`src/rtl/hazard_control_unit.sv`:
```
// Hazard control for a 5-stage pipeline with 20-bit instructions: stall, flush and operand-forward selects.
// Optional feature macro HAZARD_FORWARDING_EN enables EX/MEM and MEM/WB forwarding with load-use stalls only.
module hazard_control_unit #(
    parameter int CNT_W = 16
) (
    input  logic             clock,
    input  logic             reset,
    input  logic [19:0]      instr_id,
    input  logic             instr_valid,
    input  logic             branch_taken_ex,
    output logic             stall,
    output logic             flush_ifid,
    output logic             flush_idex,
    output logic [1:0]       fwd_a,
    output logic [1:0]       fwd_b,
    output logic [1:0]       ctrl_state,
    output logic [CNT_W-1:0] stall_count
);

    localparam logic [3:0] OP_NOP    = 4'b0000;
    localparam logic [3:0] OP_LOAD   = 4'b1011;
    localparam logic [3:0] OP_STORE  = 4'b1100;
    localparam logic [3:0] OP_BRANCH = 4'b1101;

    typedef enum logic [1:0] {
        ST_RUN   = 2'd0,
        ST_STALL = 2'd1,
        ST_FLUSH = 2'd2
    } ctrl_state_e;

    function automatic logic is_writer(input logic [3:0] op);
        return (op != OP_NOP) && (op != OP_STORE) && (op != OP_BRANCH);
    endfunction

    ctrl_state_e      state_r, state_next_s;
    logic             id_valid_s, id_writer_s;
    logic             use_a_s, use_b_s;
    logic [3:0]       src_a_s, src_b_s;
    logic             hit_ex_a_s, hit_ex_b_s, hit_mem_a_s, hit_mem_b_s;
    logic             hazard_s, stall_s, flush_s, advance_s;
    logic             ex_valid_r, mem_valid_r, wb_valid_r;
    logic [3:0]       ex_rd_r, mem_rd_r, wb_rd_r;
    logic [CNT_W-1:0] cnt_r;
    logic             instr_unused_s;

    assign instr_unused_s = ^instr_id[3:0];

    // Decode the ID instruction into its source operands; FLUSH or invalid input acts as a NOP.
    always_comb begin
        id_valid_s = instr_valid && (state_r != ST_FLUSH);
        src_a_s    = instr_id[11:8];
        src_b_s    = instr_id[7:4];
        use_a_s    = 1'b0;
        use_b_s    = 1'b0;
        case (instr_id[19:16])
            OP_NOP: begin
                use_a_s = 1'b0;
                use_b_s = 1'b0;
            end
            OP_LOAD: begin
                use_a_s = 1'b1;
            end
            OP_STORE: begin
                // store reads its data in [15:12] and base in [11:8], mapped to A and B in that order
                src_a_s = instr_id[15:12];
                src_b_s = instr_id[11:8];
                use_a_s = 1'b1;
                use_b_s = 1'b1;
            end
            default: begin
                use_a_s = 1'b1;
                use_b_s = 1'b1;
            end
        endcase
        if (!id_valid_s) begin
            use_a_s = 1'b0;
            use_b_s = 1'b0;
        end else begin
            use_a_s = use_a_s;
            use_b_s = use_b_s;
        end
        id_writer_s = id_valid_s && is_writer(instr_id[19:16]);
    end

    // Compare ID sources against in-flight writers.
    always_comb begin
        hit_ex_a_s  = use_a_s && ex_valid_r  && (ex_rd_r  == src_a_s);
        hit_ex_b_s  = use_b_s && ex_valid_r  && (ex_rd_r  == src_b_s);
        hit_mem_a_s = use_a_s && mem_valid_r && (mem_rd_r == src_a_s);
        hit_mem_b_s = use_b_s && mem_valid_r && (mem_rd_r == src_b_s);
    end

`ifdef HAZARD_FORWARDING_EN
    logic       ex_load_r;
    logic [1:0] fwd_a_r, fwd_b_r;

    function automatic logic [1:0] fwd_sel(input logic ex_hit, input logic mem_hit);
        if (ex_hit) begin
            return 2'b01;
        end else if (mem_hit) begin
            return 2'b10;
        end else begin
            return 2'b00;
        end
    endfunction

    // Only a load in EX cannot be forwarded in time.
    always_comb begin
        hazard_s = ex_valid_r && ex_load_r && (hit_ex_a_s || hit_ex_b_s);
    end

    // Forward selects travel with the instruction into EX; bubbles read the register file.
    always_ff @(posedge clock or negedge reset) begin
        if (!reset) begin
            ex_load_r <= 1'b0;
            fwd_a_r   <= 2'b00;
            fwd_b_r   <= 2'b00;
        end else if (advance_s) begin
            ex_load_r <= id_writer_s && (instr_id[19:16] == OP_LOAD);
            fwd_a_r   <= fwd_sel(hit_ex_a_s, hit_mem_a_s);
            fwd_b_r   <= fwd_sel(hit_ex_b_s, hit_mem_b_s);
        end else begin
            ex_load_r <= 1'b0;
            fwd_a_r   <= 2'b00;
            fwd_b_r   <= 2'b00;
        end
    end

    assign fwd_a = fwd_a_r;
    assign fwd_b = fwd_b_r;
`else
    logic hit_wb_a_s, hit_wb_b_s;

    // Without forwarding every in-flight writer blocks a reader until it has left WB.
    always_comb begin
        hit_wb_a_s = use_a_s && wb_valid_r && (wb_rd_r == src_a_s);
        hit_wb_b_s = use_b_s && wb_valid_r && (wb_rd_r == src_b_s);
        hazard_s   = hit_ex_a_s || hit_ex_b_s || hit_mem_a_s || hit_mem_b_s
                     || hit_wb_a_s || hit_wb_b_s;
    end

    assign fwd_a = 2'b00;
    assign fwd_b = 2'b00;
`endif

    // A taken branch overrides any hazard; all control is quiet while reset is held.
    always_comb begin
        flush_s   = reset && branch_taken_ex;
        stall_s   = reset && hazard_s && !branch_taken_ex;
        advance_s = !stall_s && !flush_s;
    end

    // Destination tracking pipe: ID -> EX -> MEM -> WB.
    always_ff @(posedge clock or negedge reset) begin
        if (!reset) begin
            ex_valid_r  <= 1'b0;
            mem_valid_r <= 1'b0;
            wb_valid_r  <= 1'b0;
            ex_rd_r     <= 4'd0;
            mem_rd_r    <= 4'd0;
            wb_rd_r     <= 4'd0;
        end else begin
            ex_valid_r  <= advance_s && id_writer_s;
            ex_rd_r     <= instr_id[15:12];
            mem_valid_r <= ex_valid_r;
            mem_rd_r    <= ex_rd_r;
            wb_valid_r  <= mem_valid_r;
            wb_rd_r     <= mem_rd_r;
        end
    end

    // Control FSM next-state.
    always_comb begin
        state_next_s = state_r;
        if (branch_taken_ex) begin
            state_next_s = ST_FLUSH;
        end else begin
            case (state_r)
                ST_RUN:   state_next_s = stall_s ? ST_STALL : ST_RUN;
                ST_STALL: state_next_s = stall_s ? ST_STALL : ST_RUN;
                ST_FLUSH: state_next_s = ST_RUN;
                default:  state_next_s = ST_RUN;
            endcase
        end
    end

    // FSM state register and saturating stall counter.
    always_ff @(posedge clock or negedge reset) begin
        if (!reset) begin
            state_r <= ST_RUN;
            cnt_r   <= {CNT_W{1'b0}};
        end else begin
            state_r <= state_next_s;
            if (stall_s && (cnt_r != {CNT_W{1'b1}})) begin
                cnt_r <= cnt_r + {{(CNT_W-1){1'b0}}, 1'b1};
            end else begin
                cnt_r <= cnt_r;
            end
        end
    end

    assign stall       = stall_s;
    assign flush_ifid  = flush_s;
    assign flush_idex  = flush_s;
    assign ctrl_state  = state_r;
    assign stall_count = cnt_r;

endmodule

```
`config.mk`:
```
export PLATFORM = sky130hd
export DESIGN_NAME = hazard_control_unit
export DESIGN_NICKNAME = d
export VERILOG_FILES = /design/src/rtl/hazard_control_unit.sv
export SDC_FILE = /design/constraint.sdc
export NUM_CORES = 1
export LEC_CHECK = 0
export BUFFER_PORTS_ARGS = -buffer_cell sky130_fd_sc_hd__buf_2
export CAP_MARGIN = 15
export CORE_MARGIN = 3
export CORE_UTILIZATION = 55
export CTS_BUF_LIST = sky130_fd_sc_hd__clkbuf_4
export CTS_CLUSTER_SIZE = 10
export DETAILED_ROUTE_END_ITERATION = 10
export GPL_ROUTABILITY_DRIVEN = 0
export MAX_ROUTING_LAYER = met4
export PLACE_DENSITY = 0.82
export SLEW_MARGIN = 15
export SYNTH_ARGS = -nofsm -noshare
export SYNTH_HDL_FRONTEND = slang
export SYNTH_SLANG_ARGS = --single-unit
```
`constraint.sdc`:
```
create_clock -name clock -period 2.5 [get_ports clock]
set_input_delay 0.25 -clock clock [delete_from_list [all_inputs] [get_ports clock]]
set_output_delay 0.25 -clock clock [all_outputs]
set_load 0.05 [all_outputs]
```
### Word level (Yosys, flattened, before mapping)

Index checks and enable logic that the tools add are counted.

* flip-flop bits (word level): 33
* bits of input ports: 24
* output and inout bits: 25
* logic and storage cells: 66

* $add $sub $neg: 1
* eq/ne operators: 13
* multiplexer cells: 9
* reductions and logical operators: 35

Operators by type and width (number)
* 4-bit == test: 6
* 1-bit logical AND: 22
* 16-bit by 1-bit adder with 16-bit output (second input constant): 1
* 16-bit != test (second input constant): 1
* 4-bit == test (second input constant): 2
* 4-bit two-way mux: 2
* 4-bit != test (second input constant): 2
* 1-bit two-way mux: 6
* 1-bit logical OR: 5
* 4-bit zero test: 1
* 4-bit nonzero test: 1
* 2-bit OR reduction: 2
* 1-bit zero test: 3
* 2-bit by 1-bit == test with 1-bit output (second input constant): 1
* 2-bit zero test: 1
* 2-bit two-way mux: 1
* 2-bit != test (second input constant): 1

### Logic depth before layout (Yosys ltp)

Gate-level depths: netlist of run 1.

* depth in word-level cells: 16
* depth in mapped cells: 11
* depth with buffers taken out: 9

### Least setup slack after synthesis of run 1

No wires, ideal clock.

* path kind: input -> register
* from: input instr_id[16]
* to: register cnt_r[1], in the netlist stall_count[1]
* setup time: 70 ps
* data arrival time: 2717 ps
* required time: 2430 ps
* slack: -287 ps
* stages: 10
* path buffers: 2
* cells stage by stage: and4bb_1 buf_6 mux2i_2 xor2_1 nand3_1 nor4_2 nor4_4 buf_6 nor2_1 a32o_1

* cells in the longest elaborated chain, start to end: 14
* elaborated cells between the ends (all ways): 36
* those cells by class: eq/ne (8); mux (6); reduce/logical (22)

RTL lines
* start: declaration: line 8 `input logic [19:0] instr_id,`
* 4-bit == test / 4-bit zero test (equally long branches): line 55 `case (instr_id[19:16])`
* 2-bit OR reduction (no line)
* 1-bit two-way mux: line 55
* 1-bit two-way mux: line 75 `if (!id_valid_s) begin`
* 1-bit logical AND (2 in series): line 88 `hit_ex_b_s = use_b_s && ex_valid_r && (ex_rd_r == src_b_s);`
* 1-bit logical OR (3 in series): line 138 `hazard_s = hit_ex_a_s || hit_ex_b_s || hit_mem_a_s || hit_mem_b_s`
* 1-bit logical OR: line 139 `|| hit_wb_a_s || hit_wb_b_s;`
* 1-bit logical OR (*): line 139
* 1-bit logical AND (*) (2 in series): line 149 `stall_s = reset && hazard_s && !branch_taken_ex;`
* via stall: line 11 `output logic stall,`
* 1-bit logical AND (*): line 194 `if (stall_s && (cnt_r != {CNT_W{1'b1}})) begin`
* end signal: assignment: line 191 `cnt_r <= {CNT_W{1'b0}};`
* end signal: assignment: line 195 `cnt_r <= cnt_r + {{(CNT_W-1){1'b0}}, 1'b1};`
* end signal: assignment: line 197 `cnt_r <= cnt_r;`
* end: declaration: line 43 `logic [CNT_W-1:0] cnt_r;`

The timed path passes the listed nets; every way through them passes the cells marked *.
A chain may end at the register's enable or synchronous reset.

### Final worst setup path of run 1

* from: input instr_id[16]
* to: output stall

* cells in the longest elaborated chain, start to end: 13
* elaborated cells between the ends (all ways): 35
* those cells by class: eq/ne (8); mux (6); reduce/logical (21)

RTL lines (line)
* 4-bit == test / 4-bit zero test (equally long branches): 55
* 2-bit OR reduction (no line)
* 1-bit two-way mux: 55
* 1-bit two-way mux: 75
* 1-bit logical AND (2 in series): 88
* 1-bit logical OR (3 in series): 138
* 1-bit logical OR: 139
* 1-bit logical OR (*): 139
* 1-bit logical AND (*) (2 in series): 149
* end: declaration: 11

Mark *: on every way between the ends. The rest lies on a longest branch, timed or not.

==> flow_summary_export.csv, run 1 <==
group,metric,value,unit
timing,drv_slew,0,
status,violations,"negative setup slack",
place,pre_cts_slack,-0.3510,ns
die,die_w,64.90,µm
grt,grt.overflow.total,0,
synth,seq_area_frac_synth,43.28,%
die,die_y,64.90,µm
timing,fin_crit_sh,105.0,%
min_path,whs_endpoint,"ex_rd_r[0]",
place,io_buffers,40,
die,fp-row-count,20,
synth,synth_cell_type_count,40,
setup_path,crit_required,2.25,ns
synth,yosys.area.top_type,"dfrtp_1",
setup_path,worstRegToRegCells,10,
routing,postRouteAntennaNets,0,
die,core_area,0.003178,mm²
clocking,cts_tree,"done",
layout,drive_gt1_share,46.44,%
routing,drtIter0Drc,117,
layout,fin_cells,283,
place,placed_cell_area,0.002243,mm²
pwr,internal_power,869.2,µW
routing,drt-wirelength-per-cell,17.93,µm
pwr,p_comb_share,19.7,%
die,start_util,60.04,%
setup_path,slowest_delay,0.40,ns
timing,relSlewSlack,65.95,%
pwr,swShare,28.78,%
pwr,switching_power,351.2,µW
routing,vias,1643,
layout,final_area,0.002703,mm²
grt,grt_pass1_wl,7755,µm
min_path,holdPathStages,1,
grt,grt_max_degree,36,
routing,drt_first_pass_iters,4,
timing,fmax,0.3809,GHz
timing,hold_viol_final,0,
pwr,p_per_area,451.6,mW/mm²
layout,fillers,157,
setup_path,reg2reg_slack,0.01,ns
place,dp_hpwl,3191,µm
setup_path,r2r-start,"ctrl_state[1]",
pwr,leakagePower,0.001307,µW
pwr,vdd_ir_drop_max,0.4348,mV
place,placed_cells,264,
clocking,cts_max_path_buffers,2,
synth,synthTopCellsByCount,"dfrtp_1 (33), xor2_1 (25), nand2_1 (13)",
layout,final-seq-area,830.8,µm²
timing,setup_viol,7,
setup_path,slowest_stage,"nor4_4",
synth,avgSynthCellArea,10.97,µm²
pwr,clkPwrFrac,33.0,%
setup_path,r2r-end,"stall_count[11]",
grt,grt_pass1_vias,1645,
setup_path,arrival,2.38,ns
synth,synthArstFlopShare,100.0,%
synth,synth.most_common_cell,"dfrtp_1",
layout,antennaDiodeCount,0,
layout,fin_nets,263,
min_path,min-delay-start,"instr_id[12]",
setup_path,end_kind,"primary output",
clocking,clock_latency,0.34,ns
timing,worst_slew_pin_slew,0.5095,ns
layout,area_growth,41.64,%
flow_run,maxCapViolCount,0,
clocking,htreeDepth,2,
timing,fin_worst_skew,0.008029,ns
grt,grt_util_all_layers,25.19,%
setup_path,path_buf_inv,4,
timing,setup_slack,-0.1257,ns
clocking,cts_sinks,33,
timing,rsz0062_at_grt,"true",
timing,finalCriticalPeriod,2.626,ns
routing,vias_per_cell,5.806,
clocking,path_clk_slew,0.10,ns
setup_path,critical_path.max_fanout,6,
layout,multi_input_area,0.001232,mm²
die,ioPinCount,49,
setup_path,crit_path_start_kind,"input pin",
synth,synth_edf_count,0,
pwr,seqPwrFrac,47.3,%
setup_path,path_delay_family,"simple AND/OR/NAND/NOR gates",
synth,yosysTopAreaCellShare,43.28,%
setup_path,path_class,"in2out",
synth,syn-cell-area,0.001908,mm²
synth,ys_warn_count,0,
die,die-area,0.004212,mm²
synth,synthTopCellsByArea,"dfrtp_1 (43%), xor2_1 (11%), xnor2_1 (4.1%)",
routing,drc_errors,0,
setup_path,cp_cell_sequence,"buf_8 > and4bb_4 > buf_12 > mux2i_4 > xnor2_2 > a2111oi_2 > nand4_1 > o21ai_2 > nor4_4 > buf_12 > nor2_4 > buf_8",
grt,antenna_found_initial,0,
clocking,cts_made_buffers,5,
status,outcome,"finished with violations",
synth,ys_ff_latch,33,
synth,synthFlopType,"dfrtp_1",
min_path,hp-class,"in2reg",
clocking,cts_root_buf,"clkbuf_4",
routing,finalWirelength,5074,µm
synth,synthCells,174,
==> sequential cells by signal, indices dropped and copies added (netlist names) <==
register,flops
mem_valid_r,1
ex_valid_r,1
wb_rd_r,4
mem_rd_r,4
ctrl_state,2
ex_rd_r,4
stall_count,16
wb_valid_r,1
==> logic make-up after synthesis <==
| family | share of synthesized area, % |
|---|---|
| xor gates and xnor gates | 15.61 |
| DFF | 43.28 |
| other | 0.1965 |
| muxes | 8.197 |
| buffers and inverters | 4.327 |
| and+or+nand+nor | 22.43 |
| AOI/OAI and AO/OA | 5.312 |
| adders and majority gates | 0.6556 |
==> power groups by stage <==
| stage | clock network [µW] | registers [µW] | logic [µW] |
|---|---|---|---|
| finish | 403 | 577 | 241 |
| floorplan | 0 | 603 | 111 |
| global placement | 0 | 583 | 192 |
| global route | 432 | 581 | 257 |
| CTS | 404 | 574 | 226 |
| detailed placement | 0 | 585 | 198 |
==> final cells by class <==
cell class                 count  share of cell area, %
multi-input combinational    132                  45.60
sequential                    33                  30.74
timing repair buffer          63                  18.29
tap                           44                  2.037
clock buffer                   6                  1.667
clock inverter                 2                  1.250
inverter                       3                 0.4167
==> stage by stage <==
| step | hold WS [ns] | utilization (%) | total power (µW) | TNS [ns] |
|---|---|---|---|---|
| floorplan | -0.04559 | - | 713.1 | 0 |
| global placement | 0.3521 | 70.59 | 774.9 | -2.122 |
| detailed placement | 0.3629 | 70.59 | 782.4 | -3.146 |
| CTS | 0.04225 | 80.83 | 1204 | -0.3815 |
| global route | 0.02045 | 85.04 | 1271 | -1.338 |
| finish | 0.03804 | 85.04 | 1220 | -0.4014 |
==> timing repair <==
item,4_1_cts,5_1_grt
setup buffers,5,5
hold buffers,1,0
hold endpoints to repair,18,0
setup endpoints to repair,2,17
gates cloned,1,0
gates resized for setup,27,24
pin swaps,20,20
==> worst reg2reg max path, stage by stage (launching register included) <==
cell and delay, ns:
dfrtp_1 0.42, inv_1 0.08, o21ai_1 0.12, nor2_2 0.21, nand3_1 0.17, nor4_4 0.36
nor4_4 0.09, buf_4 0.15, buf_12 0.13, nor4_2 0.29, mux2_2 0.37
==> worst max-delay path by stage <==
stage,end,start,depth (start not counted),slack [ns]
global route,stall_count[11],instr_id[16],13,-0.19
finish,stall,instr_id[16],12,-0.13
CTS,stall,instr_id[17],12,-0.15
floorplan,stall_count[3],stall_count[8],9,0.01
global placement,stall_count[11],instr_id[16],11,-0.23
detailed placement,stall_count[11],instr_id[16],11,-0.35
==> layout by cell type, fill, tap and decap left out, types with 2 or more instances in the layout <==
cell type / n
buf_2: 37
dfrtp_1: 29
xor2_1: 23
buf_4: 13
nand2_1: 12
nand3_1: 9
nor4_4: 9
xnor2_1: 7
nand4_1: 6
clkbuf_4: 6
mux2i_4: 5
nor2_1: 5
and3_1: 4
conb_1: 4
buf_8: 4
buf_12: 4
dfrtp_2: 4
inv_1: 3
nor3_1: 3
nor3b_1: 3
mux2_2: 3
buf_6: 3
mux2i_2: 2
or3_1: 2
a21oi_1: 2
xor2_2: 2
o21ai_2: 2
xnor2_2: 2
nand2b_1: 2
nor3b_2: 2
==> metal layers <==
layer	track usage [%]	up-vias	part of all wire (%)	wire (µm)
met5	-	-	0	0
met4	11.08	0	2.1	108
met3	5.026	11	6.2	314
met2	39.21	68	50	2522
met1	32.01	823	42	2129
li1	-	741	-	-
(Power assumes the default switching activity.)
==> run 2: changes to the inputs <==
CORE_UTILIZATION = 49   (was 55)
PLACE_DENSITY = 0.78   (was 0.82)
clock period = 2.1 ns   (was 2.5 ns; I/O delays follow)
==> run 2 against run 1 <==
Non-clock buffer count rose by 8. Via count is 2.6% lower. Utilization shrank 9.8 points. Largest cell class unchanged. Critical endpoint unchanged. The flow still finishes with violations (negative setup slack). Power up 20%.
==> flow_summary_export.csv, run 2 (synthesized netlist as in run 1, its figures left out) <==
group,metric,value,unit
grt,antenna_found_initial,0,
pwr,leakagePower,0.001347,µW
layout,area_growth,46.49,%
setup_path,end_kind,"primary output",
grt,grt_pass1_wl,7741,µm
timing,fin_crit_sh,118.2,%
die,die_y,68.40,µm
setup_path,crit_required,1.89,ns
timing,finalCriticalPeriod,2.482,ns
setup_path,path_class,"in2out",
clocking,cts_root_buf,"clkbuf_4",
pwr,p_per_area,524.2,mW/mm²
setup_path,r2r-end,"stall_count[11]",
min_path,min-delay-start,"instr_id[15]",
place,dp_hpwl,3059,µm
layout,final_common_cell,"buf_2",
setup_path,crit_top_cell,"buf_12",
timing,fin_worst_skew,0.01408,ns
clocking,path_clk_slew,0.11,ns
layout,fin_nets,271,
timing,fin_setup_tns,-3.612,ns
setup_path,reg2reg_slack,-0.20,ns
routing,drtIter0Drc,73,
layout,drive_gt1_share,50.20,%
die,ioPinCount,49,
grt,grt_max_degree,36,
die,start_util,51.35,%
clocking,htreeDepth,2,
setup_path,r2r-start,"wb_rd_r[1]",
setup_path,worstRegToRegCells,9,
timing,hold_viol_final,0,
setup_path,critical_path.max_fanout,6,
die,fp-row-count,22,
routing,drt_first_pass_iters,4,
die,die_w,68.40,µm
layout,mostFrequentLayoutCells,"buf_2 (38), xor2_1 (25), dfrtp_1 (25), buf_4 (18), nand2_1 (13)",
setup_path,arrival,2.27,ns
setup_path,crit_path_start_kind,"input pin",
clocking,cts_tree,"done",
timing,rsz0062_at_grt,"true",
min_path,holdPathStages,1,
pwr,vdd_ir_drop_max,0.3871,mV
layout,final_area,0.002795,mm²
min_path,whs_endpoint,"ex_rd_r[3]",
setup_path,slowest_stage,"and4bb_4",
setup_path,slowest_delay,0.36,ns
routing,finalWirelength,4782,µm
routing,vias_per_cell,5.424,
clocking,clock_latency,0.33,ns
timing,fmax,0.4029,GHz
grt,grt_util_all_layers,23.21,%
place,io_buffers,40,
routing,vias,1600,
clocking,cts_sinks,33,
routing,postRouteAntennaNets,0,
timing,setup_viol,17,
grt,grt_pass1_vias,1679,
clocking,cts_max_path_buffers,2,
status,outcome,"finished with violations",
pwr,finalPower,1465,µW
flow_run,maxCapViolCount,0,
timing,drv_slew,0,
routing,drc_errors,0,
die,die-area,0.004679,mm²
layout,antennaDiodeCount,0,
clocking,cts_made_buffers,5,
status,violations,"negative setup slack",
grt,grt.overflow.total,0,
timing,setup_slack,-0.3820,ns
die,core_area,0.003716,mm²
setup_path,cp_cell_sequence,"buf_6 > and4bb_4 > buf_12 > buf_12 > mux2i_4 > xor2_1 > o2111ai_1 > o21ai_2 > nor4_4 > buf_4 > nor2_4 > buf_8",
min_path,hp-class,"in2reg",
layout,largest_reg_flops,16,
place,placed_cell_area,0.002346,mm²
routing,drt-wirelength-per-cell,16.21,µm
run 2: per-layer routing:
| layer | GRT usage [%] | vias to the layer above | wire length [µm] |
|---|---|---|---|
| met4 | 9.429 | 0 | 76 |
| met1 | 28.04 | 785 | 2038 |
| met3 | 4.926 | 8 | 190 |
| met2 | 37.54 | 44 | 2477 |
| li1 | - | 763 | - |
| met5 | - | - | 0 |
run 2: where the power goes:
part           switching, µW  leakage (µW)  internal, µW
registers               26.3      0.000416           659
logic                    174      0.000888           120
clock network            225     0.0000433           261
total                    426       0.00135          1040
run 2: area by class of cell:
cell class / instances / area (µm²)
sequential: 33 / 835.8
clock inverter: 2 / 33.78
timing repair buffer: 71 / 559.3
clock buffer: 6 / 45.04
multi-input combinational: 132 / 1250
tap: 48 / 60.06
inverter: 3 / 11.26
fill: 249 / 920.9
run 2: worst max-delay path by stage:
stage	start	endpoint	slack [ns]	cells past startpoint
after floorplan	instr_id[16]	stall_count[1]	-0.21	11
after global placement	instr_id[16]	stall_count[12]	-0.54	12
after detailed placement	instr_id[16]	stall_count[12]	-0.58	12
after global routing	instr_id[17]	stall	-0.49	12
final	instr_id[17]	stall	-0.38	12
after CTS	instr_id[17]	stall	-0.37	12
run 2: per-stage QoR:
step | hold slack, ns | setup WS (ns) | utilization, % | instances
after floorplan | -0.08559 | -0.2068 | - | 177
after global placement | 0.3369 | -0.5395 | 63.13 | 276
after detailed placement | 0.3365 | -0.5762 | 63.13 | 276
after CTS | 0.01286 | -0.3650 | 74.18 | 294
after global routing | 0.001195 | -0.4859 | 75.22 | 295
final | 0.02299 | -0.3820 | 75.22 | 295
run 2: what timing repair did:
| item | in CTS | in global routing |
|---|---|---|
| pin swaps | 35 | 11 |
| hold endpoints to repair | 33 | 1 |
| cloned | 2 | 0 |
| resized for setup | 40 | 8 |
| hold buffers | 1 | 1 |
| buffers inserted | 8 | 3 |
| setup endpoints to repair | 17 | 18 |
run 2: worst max-delay path, delay by kind of cell:
| family | cells | cell delay (ns) |
|---|---|---|
| AO/OA/AOI/OAI | 2 | 0.36 |
| buffers and inverters | 5 | 0.68 |
| AND/OR/NAND/NOR | 3 | 0.55 |
| XOR/XNOR | 1 | 0.20 |
| multiplexers | 1 | 0.27 |
